[src/rtl/serial_pattern_tx_pkg.sv]
// Shared definitions for the serial pattern transmitter: FSM encoding and
// the default transmit pattern.
package serial_pattern_tx_pkg;

    typedef enum logic [1:0] {
        ST_IDLE  = 2'b00,
        ST_SHIFT = 2'b01,
        ST_GAP   = 2'b10
    } tx_state_t;

    localparam logic [3:0] DEFAULT_PATTERN = 4'b1011;

endpackage

[src/rtl/serial_pattern_tx_pattern_shifter.sv]
// Pattern register plus bit-index counter; presents the MSB and the next
// lower bit so the top can register whichever one it is about to drive.
import serial_pattern_tx_pkg::*;

module pattern_shifter #(
    parameter int               PAT_W   = 4,
    parameter logic [PAT_W-1:0] PATTERN = DEFAULT_PATTERN
) (
    input  logic             clk,
    input  logic             reset,
    input  logic             load,
    input  logic [PAT_W-1:0] pat_in,
    input  logic             restart,
    input  logic             advance,
    output logic             msb,
    output logic             nxt_bit,
    output logic             at_lsb
);

    localparam int IW = (PAT_W > 1) ? $clog2(PAT_W) : 1;
    localparam logic [IW-1:0] IDX_MSB = IW'(PAT_W - 1);

    logic [PAT_W-1:0] pat;
    logic [IW-1:0]    idx;
    logic [IW-1:0]    idx_m1;

    always_ff @(posedge clk or negedge reset) begin
        if (!reset) begin
            pat <= PATTERN;
            idx <= IDX_MSB;
        end else begin
            if (load)
                pat <= pat_in;
            if (restart)
                idx <= IDX_MSB;
            else if (advance)
                idx <= idx_m1;
        end
    end

    assign idx_m1  = idx - 1'b1;
    // A load on the start edge must be visible immediately as the first bit.
    assign msb     = load ? pat_in[PAT_W-1] : pat[PAT_W-1];
    assign nxt_bit = (idx == '0) ? pat[0] : pat[idx_m1];
    assign at_lsb  = (idx == '0);

endmodule

[src/rtl/serial_pattern_tx.sv]
// Serial pattern transmitter: sends the pattern MSB-first for rep passes,
// optionally separated by a one-cycle gap, with start/busy/done and abort.
import serial_pattern_tx_pkg::*;

module serial_pattern_tx #(
    parameter int               PAT_W   = 4,
    parameter logic [PAT_W-1:0] PATTERN = DEFAULT_PATTERN,
    parameter int               CNT_W   = 4
) (
    input  logic             clk,
    input  logic             reset,
    input  logic             start,
    input  logic             abort,
    input  logic             load,
    input  logic [PAT_W-1:0] pat_in,
    input  logic [CNT_W-1:0] rep,
    input  logic             gap_en,
    output logic             dout,
    output logic             valid,
    output logic             busy,
    output logic             done
);

    tx_state_t        state, state_nxt;
    logic [CNT_W-1:0] cnt, cnt_nxt;
    logic             gap_q, gap_nxt;
    logic             dout_d, valid_d, busy_d, done_d;
    logic             sh_load, sh_restart, sh_advance;
    logic             msb, nxt_bit, at_lsb;
    logic             go, last_pass;

    pattern_shifter #(
        .PAT_W   (PAT_W),
        .PATTERN (PATTERN)
    ) u_shifter (
        .clk     (clk),
        .reset   (reset),
        .load    (sh_load),
        .pat_in  (pat_in),
        .restart (sh_restart),
        .advance (sh_advance),
        .msb     (msb),
        .nxt_bit (nxt_bit),
        .at_lsb  (at_lsb)
    );

    assign go        = start && !abort && (rep != '0);
    assign last_pass = (cnt == CNT_W'(1));

    always_ff @(posedge clk or negedge reset) begin
        if (!reset) begin
            state <= ST_IDLE;
            cnt   <= '0;
            gap_q <= 1'b0;
            dout  <= 1'b0;
            valid <= 1'b0;
            busy  <= 1'b0;
            done  <= 1'b0;
        end else begin
            state <= state_nxt;
            cnt   <= cnt_nxt;
            gap_q <= gap_nxt;
            dout  <= dout_d;
            valid <= valid_d;
            busy  <= busy_d;
            done  <= done_d;
        end
    end

    always_comb begin
        state_nxt = state;
        case (state)
            ST_IDLE:  if (go) state_nxt = ST_SHIFT;
            ST_SHIFT: begin
                if (abort)
                    state_nxt = ST_IDLE;
                else if (at_lsb)
                    state_nxt = last_pass ? ST_IDLE : (gap_q ? ST_GAP : ST_SHIFT);
            end
            ST_GAP:   state_nxt = abort ? ST_IDLE : ST_SHIFT;
            default:  state_nxt = ST_IDLE;
        endcase
    end

    // Computes the values the output registers take at the coming edge.
    always_comb begin
        dout_d     = 1'b0;
        valid_d    = 1'b0;
        busy_d     = 1'b0;
        done_d     = 1'b0;
        sh_load    = 1'b0;
        sh_restart = 1'b0;
        sh_advance = 1'b0;
        cnt_nxt    = cnt;
        gap_nxt    = gap_q;
        case (state)
            ST_IDLE: begin
                sh_load = load;
                if (go) begin
                    cnt_nxt    = rep;
                    gap_nxt    = gap_en;
                    sh_restart = 1'b1;
                    dout_d     = msb;
                    valid_d    = 1'b1;
                    busy_d     = 1'b1;
                end
            end
            ST_SHIFT: begin
                if (abort) begin
                    sh_restart = 1'b1;
                end else if (at_lsb) begin
                    cnt_nxt    = cnt - 1'b1;
                    sh_restart = 1'b1;
                    if (last_pass) begin
                        done_d = 1'b1;
                    end else begin
                        busy_d = 1'b1;
                        if (!gap_q) begin
                            dout_d  = msb;
                            valid_d = 1'b1;
                        end
                    end
                end else begin
                    sh_advance = 1'b1;
                    dout_d     = nxt_bit;
                    valid_d    = 1'b1;
                    busy_d     = 1'b1;
                end
            end
            ST_GAP: begin
                if (abort) begin
                    sh_restart = 1'b1;
                end else begin
                    dout_d  = msb;
                    valid_d = 1'b1;
                    busy_d  = 1'b1;
                end
            end
            default: sh_restart = 1'b1;
        endcase
    end

endmodule

[config.mk]
export PLATFORM = sky130hd
export DESIGN_NAME = serial_pattern_tx
export DESIGN_NICKNAME = d
export VERILOG_FILES = /design/src/rtl/serial_pattern_tx_pkg.sv /design/src/rtl/serial_pattern_tx_pattern_shifter.sv /design/src/rtl/serial_pattern_tx.sv
export SDC_FILE = /design/constraint.sdc
export NUM_CORES = 1
export LEC_CHECK = 0
export CAP_MARGIN = 20
export CORE_ASPECT_RATIO = 1.1
export CORE_MARGIN = 4
export CORE_UTILIZATION = 49
export CTS_BUF_LIST = sky130_fd_sc_hd__clkbuf_8 sky130_fd_sc_hd__clkbuf_16
export DETAILED_ROUTE_END_ITERATION = 12
export PLACE_DENSITY = 0.76
export SLEW_MARGIN = 20
export SYNTH_ARGS = -nofsm -noshare
export SYNTH_HDL_FRONTEND = slang
export SYNTH_SLANG_ARGS = --single-unit
[constraint.sdc]
create_clock -name clk -period 1.88 [get_ports clk]
set_input_delay 0.376 -clock clk [delete_from_list [all_inputs] [get_ports clk]]
set_output_delay 0.376 -clock clk [all_outputs]
set_load 0.05 [all_outputs]
### Yosys cells after proc, flatten, opt, wreduce, memory -nomap -nowiden

Index checks and enable logic that the tools add are counted.

* magnitude comparators: 1
* muxes and demuxes: 46
* eq/ne operators: 7
* reductions and logical operators: 11
* add/subtract/negate cells: 2

Operators with widths (number)
* 1-bit two-way mux: 29
* 2-bit two-way mux: 7
* 4-bit two-way mux: 3
* 1-bit one-hot mux with 3 select lines: 4
* 4-bit one-hot mux with 2 select lines: 1
* 2-bit inequality test (second input constant): 3
* 2-bit one-hot mux with 3 select lines: 1
* 4-bit by 1-bit equality test with 1-bit output (second input constant): 1
* 2-bit logical NOT: 2
* 2-bit AND reduction: 2
* 4-bit AND reduction: 1
* 2-bit nonzero test: 2
* 4-bit nonzero test: 1
* 4-bit by 1-bit subtractor with 4-bit output (second input constant): 1
* 2-bit by 3-bit < comparator with 1-bit output (second input constant): 1
* 3-bit inequality test (second input constant): 1
* 1-bit binary-select mux with 2-bit select: 1
* 2-bit by 1-bit equality test with 1-bit output (second input constant): 1
* 2-bit equality test (second input constant): 1
* 1-bit logical AND: 2
* 2-bit by 1-bit subtractor with 2-bit output (second input constant): 1
* 1-bit logical NOT: 1

* output and inout port bits: 4
* input port bits: 14
* logic and storage cells: 76
* register bits: 17

### Logic depth before layout (Yosys ltp)

* depth in word-level cells: 8
* depth in mapped cells: 6

### Hierarchy

From an unflattened synthesis, not the netlist that was laid out.

* cells, all modules: 95
* area, all modules: 1024.7 um^2

Modules (own cells, without submodules)
* serial_pattern_tx: area each 730.7 um^2, times used 1, sequential area each 275.3 um^2, cells each 71
* pattern_shifter: area each 294.0 um^2, times used 1, sequential area each 156.4 um^2, cells each 24

### Worst setup path after synthesis

No wires, ideal clock.

* path kind: register to register
* start point: register u_shifter.idx[0]
* end point: register dout
* slack: 289 ps
* stages on the path, launching flop included: 6
* path buffers: 0
* clock period less this slack: 1591 ps
* setup time: 125 ps
* arrival: 1466 ps
* data required time: 1755 ps
* path through: dfstp_2 inv_1 ha_1 mux4_2 nand2_1 o21ai_1

* word-level cells in the longest chain between the ends: 6
* elaborated cells between the ends (all ways): 7

Ends and longest elaborated chain
* start, declared: RTL line serial_pattern_tx_pattern_shifter.sv:24 `logic [IW-1:0] idx;`
* start signal, assigned: RTL line serial_pattern_tx_pattern_shifter.sv:37 `idx <= idx_m1;`
* 2-bit by 1-bit subtractor with 2-bit output: RTL line serial_pattern_tx_pattern_shifter.sv:41 `assign idx_m1 = idx - 1'b1;`
* 1-bit binary-select mux with 2-bit select: RTL line serial_pattern_tx_pattern_shifter.sv:44 `assign nxt_bit = (idx == '0) ? pat[0] : pat[idx_m1];`
* 1-bit two-way mux (implied by the code): RTL line serial_pattern_tx_pattern_shifter.sv:44
* 1-bit two-way mux *: RTL line serial_pattern_tx.sv:111 `end else if (at_lsb) begin`
* 1-bit two-way mux *: RTL line serial_pattern_tx.sv:109 `if (abort) begin`
* 1-bit one-hot mux with 3 select lines *: RTL line serial_pattern_tx.sv:96 `case (state)`
* named net dout_d: RTL line serial_pattern_tx.sv:27 `logic dout_d, valid_d, busy_d, done_d;`
* end signal, assigned: RTL line serial_pattern_tx.sv:63 `dout <= dout_d;`
* end, declared: RTL line serial_pattern_tx.sv:18 `output logic dout,`

The timed path passes the listed nets; every way through them passes the cells marked *. The select of a mux whose other input is x is not followed.
A chain may end at the register's enable or synchronous reset.

### Worst setup path in the final report

* start point: register valid
* end point: output port valid

RTL lines
* start, declared: RTL line serial_pattern_tx.sv:19 `output logic valid,`
* start signal, assigned: RTL line serial_pattern_tx.sv:64 `valid <= valid_d;`

No word-level cell between the ends.

==> results.toml <==
[status]
status = "complete, no violations"

[layout]
drive_gt1_share_pct = 24.1
final_cell_mix = "17 x clkdlybuf4s50_1, 12 x nor2_1, 12 x dfrtp_1"
register_area_um2 = 432
diodes = 0
num-fill-cells = 153
multi_input_area_um2 = 430
layout.nets = 134
syn_to_final_growth_pct = 32.3
final_common_cell = "clkdlybuf4s50_1"

[clock_tree]
cts_buffer_depth = 2
worstSkewPairLatency_ps = 250
cts_resized = 0
clk_pin_slew_worst_paths_ps = 60
cts_hold_buf = 0
cts_buffers = 3
cts_num_sinks = 17
clock_tree.root_cell = "clkbuf_8"
postCtsSetupRepairBufs = 0
cts_tree = "done"
htree_num_levels = 1

[sta]
skew_ps = 1.21
period_share_pct = 92.9
final_max_slew_viol_count = 0
max-slew-margin-rel_pct = 66.5
hold_viol_final = 0
max_slew.worst_pin.slew_ps = 502
fin_crit_ps = 1750
rsz0062_at_grt = "false"
setup_viol = 0
setup_ws_ps = 134
fmax_mhz = 573

[power_and_ir_drop]
max-vdd-ir-drop_uv = 850
leakagePower_nw = 0.525
swShare_pct = 38.5
combPwrFrac_pct = 43.9
p_switching_w = 0.000665
p_clk_share_pct = 15.3
intPower_w = 0.00106
power_frac_seq_pct = 40.8
pwr_density_cell_mw_per_mm2 = 1450
power_w = 0.00173

[logic_synthesis]
yosys.area.top_type = "dfrtp_1"
synth.area.top_cells = "dfrtp_1 33%, dfstp_2 15%, mux2_2 5.0%"
ys_seq_area_share_pct = 47.8
ys_ff_latch = 17
synth_cells = 89
ys_types = 29
ys_warn_count = 0
synth-edff-count = 0
postSynthAreaPerCell_um2 = 10.2
ys.flop_type = "dfrtp_1"
synth_nets = 106
ys_async_sr_fraction_pct = 100
synth.cell_area_um2 = 903
synth_top_cell_area_share_pct = 33.2

[setup_path]
worstPathMaxFanout = 1
slowest_delay_ps = 800
crit_chain = "clkdlybuf4s50_1"
worst_setup_path_start_kind = "register"
reg2reg_from = "u_shifter.idx[0]"
rrSetupSlack_ps = 150
critPathKind = "reg -> out"
end_kind = "output pin"
worstReg2RegEnd = "cnt[2]"
rr_worst_depth = 7
path_delay_family = "buffers and inverters"
crit_slowest_cell = "clkdlybuf4s50_1"
crit_required_ps = 1500
crit_buf_inv = 1
worstPathArrival_ps = 1370

[place]
detailed_place_hpwl_um = 1540
io_buffers = 17
gp_congestion = 0.831
dp_slack_ps = -116

[global_route]
grt_pass1_vias = 793
grt_start_max_net_pins = 18
grt_pass1_wl_um = 3340
grt_usage_pct = 16.7
gr-total-overflow = 0
antenna_found_initial = 0

[floorplan]
pin_count = 18
start_util_pct = 51.3
fp.dieH_um = 53.0
dieArea_mm2 = 0.00260
fp-row-count = 16
coreArea_mm2 = 0.00176
die_w_um = 48.9

[drt]
first_pass_iters = 3
remaining_drc_errors = 0
avgViaCountPerCell = 5.49
drt-initial-drc-count = 8
wire_per_inst_um = 14.2
routed-wl-met2_um = 995
route.top_layer_used = "met4"
wl_met1_um = 790
vias = 735
dr_wl_met3_um = 92
postRouteAntennaNets = 0
routed_wl_um = 1900

[hold_path]
hp-class = "in -> async"

[run]
cap_violations = 0
power by group through the flow:
| stage | combinational, W | sequential (W) | clock, W |
|---|---|---|---|
| final | 0.000759 | 0.000706 | 0.000265 |
| after detailed placement | 0.000770 | 0.000713 | 0 |
| after global routing | 0.000841 | 0.000732 | 0.000296 |
| after global placement | 0.000750 | 0.000704 | 0 |
| after floorplan | 0.000476 | 0.000762 | 0 |
| after CTS | 0.000772 | 0.000707 | 0.000273 |
how the worst max path moves through the flow:
| stage | start | to | slack, ps | cells after the start |
|---|---|---|---|---|
| CTS | dout | dout | 120 | 1 |
| global route | u_shifter.idx[0] | cnt[3] | 10 | 7 |
| finish | valid | valid | 130 | 1 |
| detailed placement | rep[2] | valid | -120 | 5 |
| global placement | rep[2] | valid | -100 | 5 |
| floorplan | u_shifter.idx[0] | dout | 290 | 5 |
layer usage:
| layer | track usage [%] | up-vias |
|---|---|---|
| met4 | 6.73 | 0 |
| met2 | 30.9 | 14 |
| met3 | 4.23 | 4 |
| met5 | 0 | - |
| li1 | - | 368 |
| met1 | 18.3 | 349 |
registers in the layout, indices dropped and copies added, names as in the netlist:
name / count
gap_q: 1
dout: 1
u_shifter.pat: 4
done: 1
cnt: 4
u_shifter.idx: 2
valid: 1
busy: 1
state: 2
cells by family after synthesis:
group | share of synthesized area [%]
simple gates | 20.1
flops | 47.8
compound gates | 13.7
buf+inv | 4.57
mux | 9.69
fa+ha+maj | 4.16
synth_stat cells (all sizes together), types with 2 or more instances:
cell / number
nor3: 3
a32oi: 2
and2: 2
nand2: 6
a221oi: 2
nand3: 3
dfrtp: 12
nor2b: 2
buf: 3
o21ai: 5
inv: 7
nor3b: 3
ha: 3
dfstp: 5
mux2: 4
mux2i: 2
a21oi: 4
nor2: 13
through the flow:
step,std cells,TNS [ps],utilization (%),instance area (um2),hold slack [ps]
final,134,0,67.8,1190,451
after detailed placement,130,-973,65.2,1150,494
after floorplan,89,0,-,903,80.4
after CTS,134,0,67.8,1190,459
after global routing,134,0,67.8,1190,486
after global placement,130,-699,65.2,1150,489
cell type report:
cell class,count,area share (%)
sequential,17,36.1
inverter,7,2.20
multi-input combinational,62,36.0
tap,18,1.88
clock inverter,1,0.419
clock buffer,3,3.46
timing repair buffer,26,19.9
Note: power is estimated with default switching activity, not from simulation.
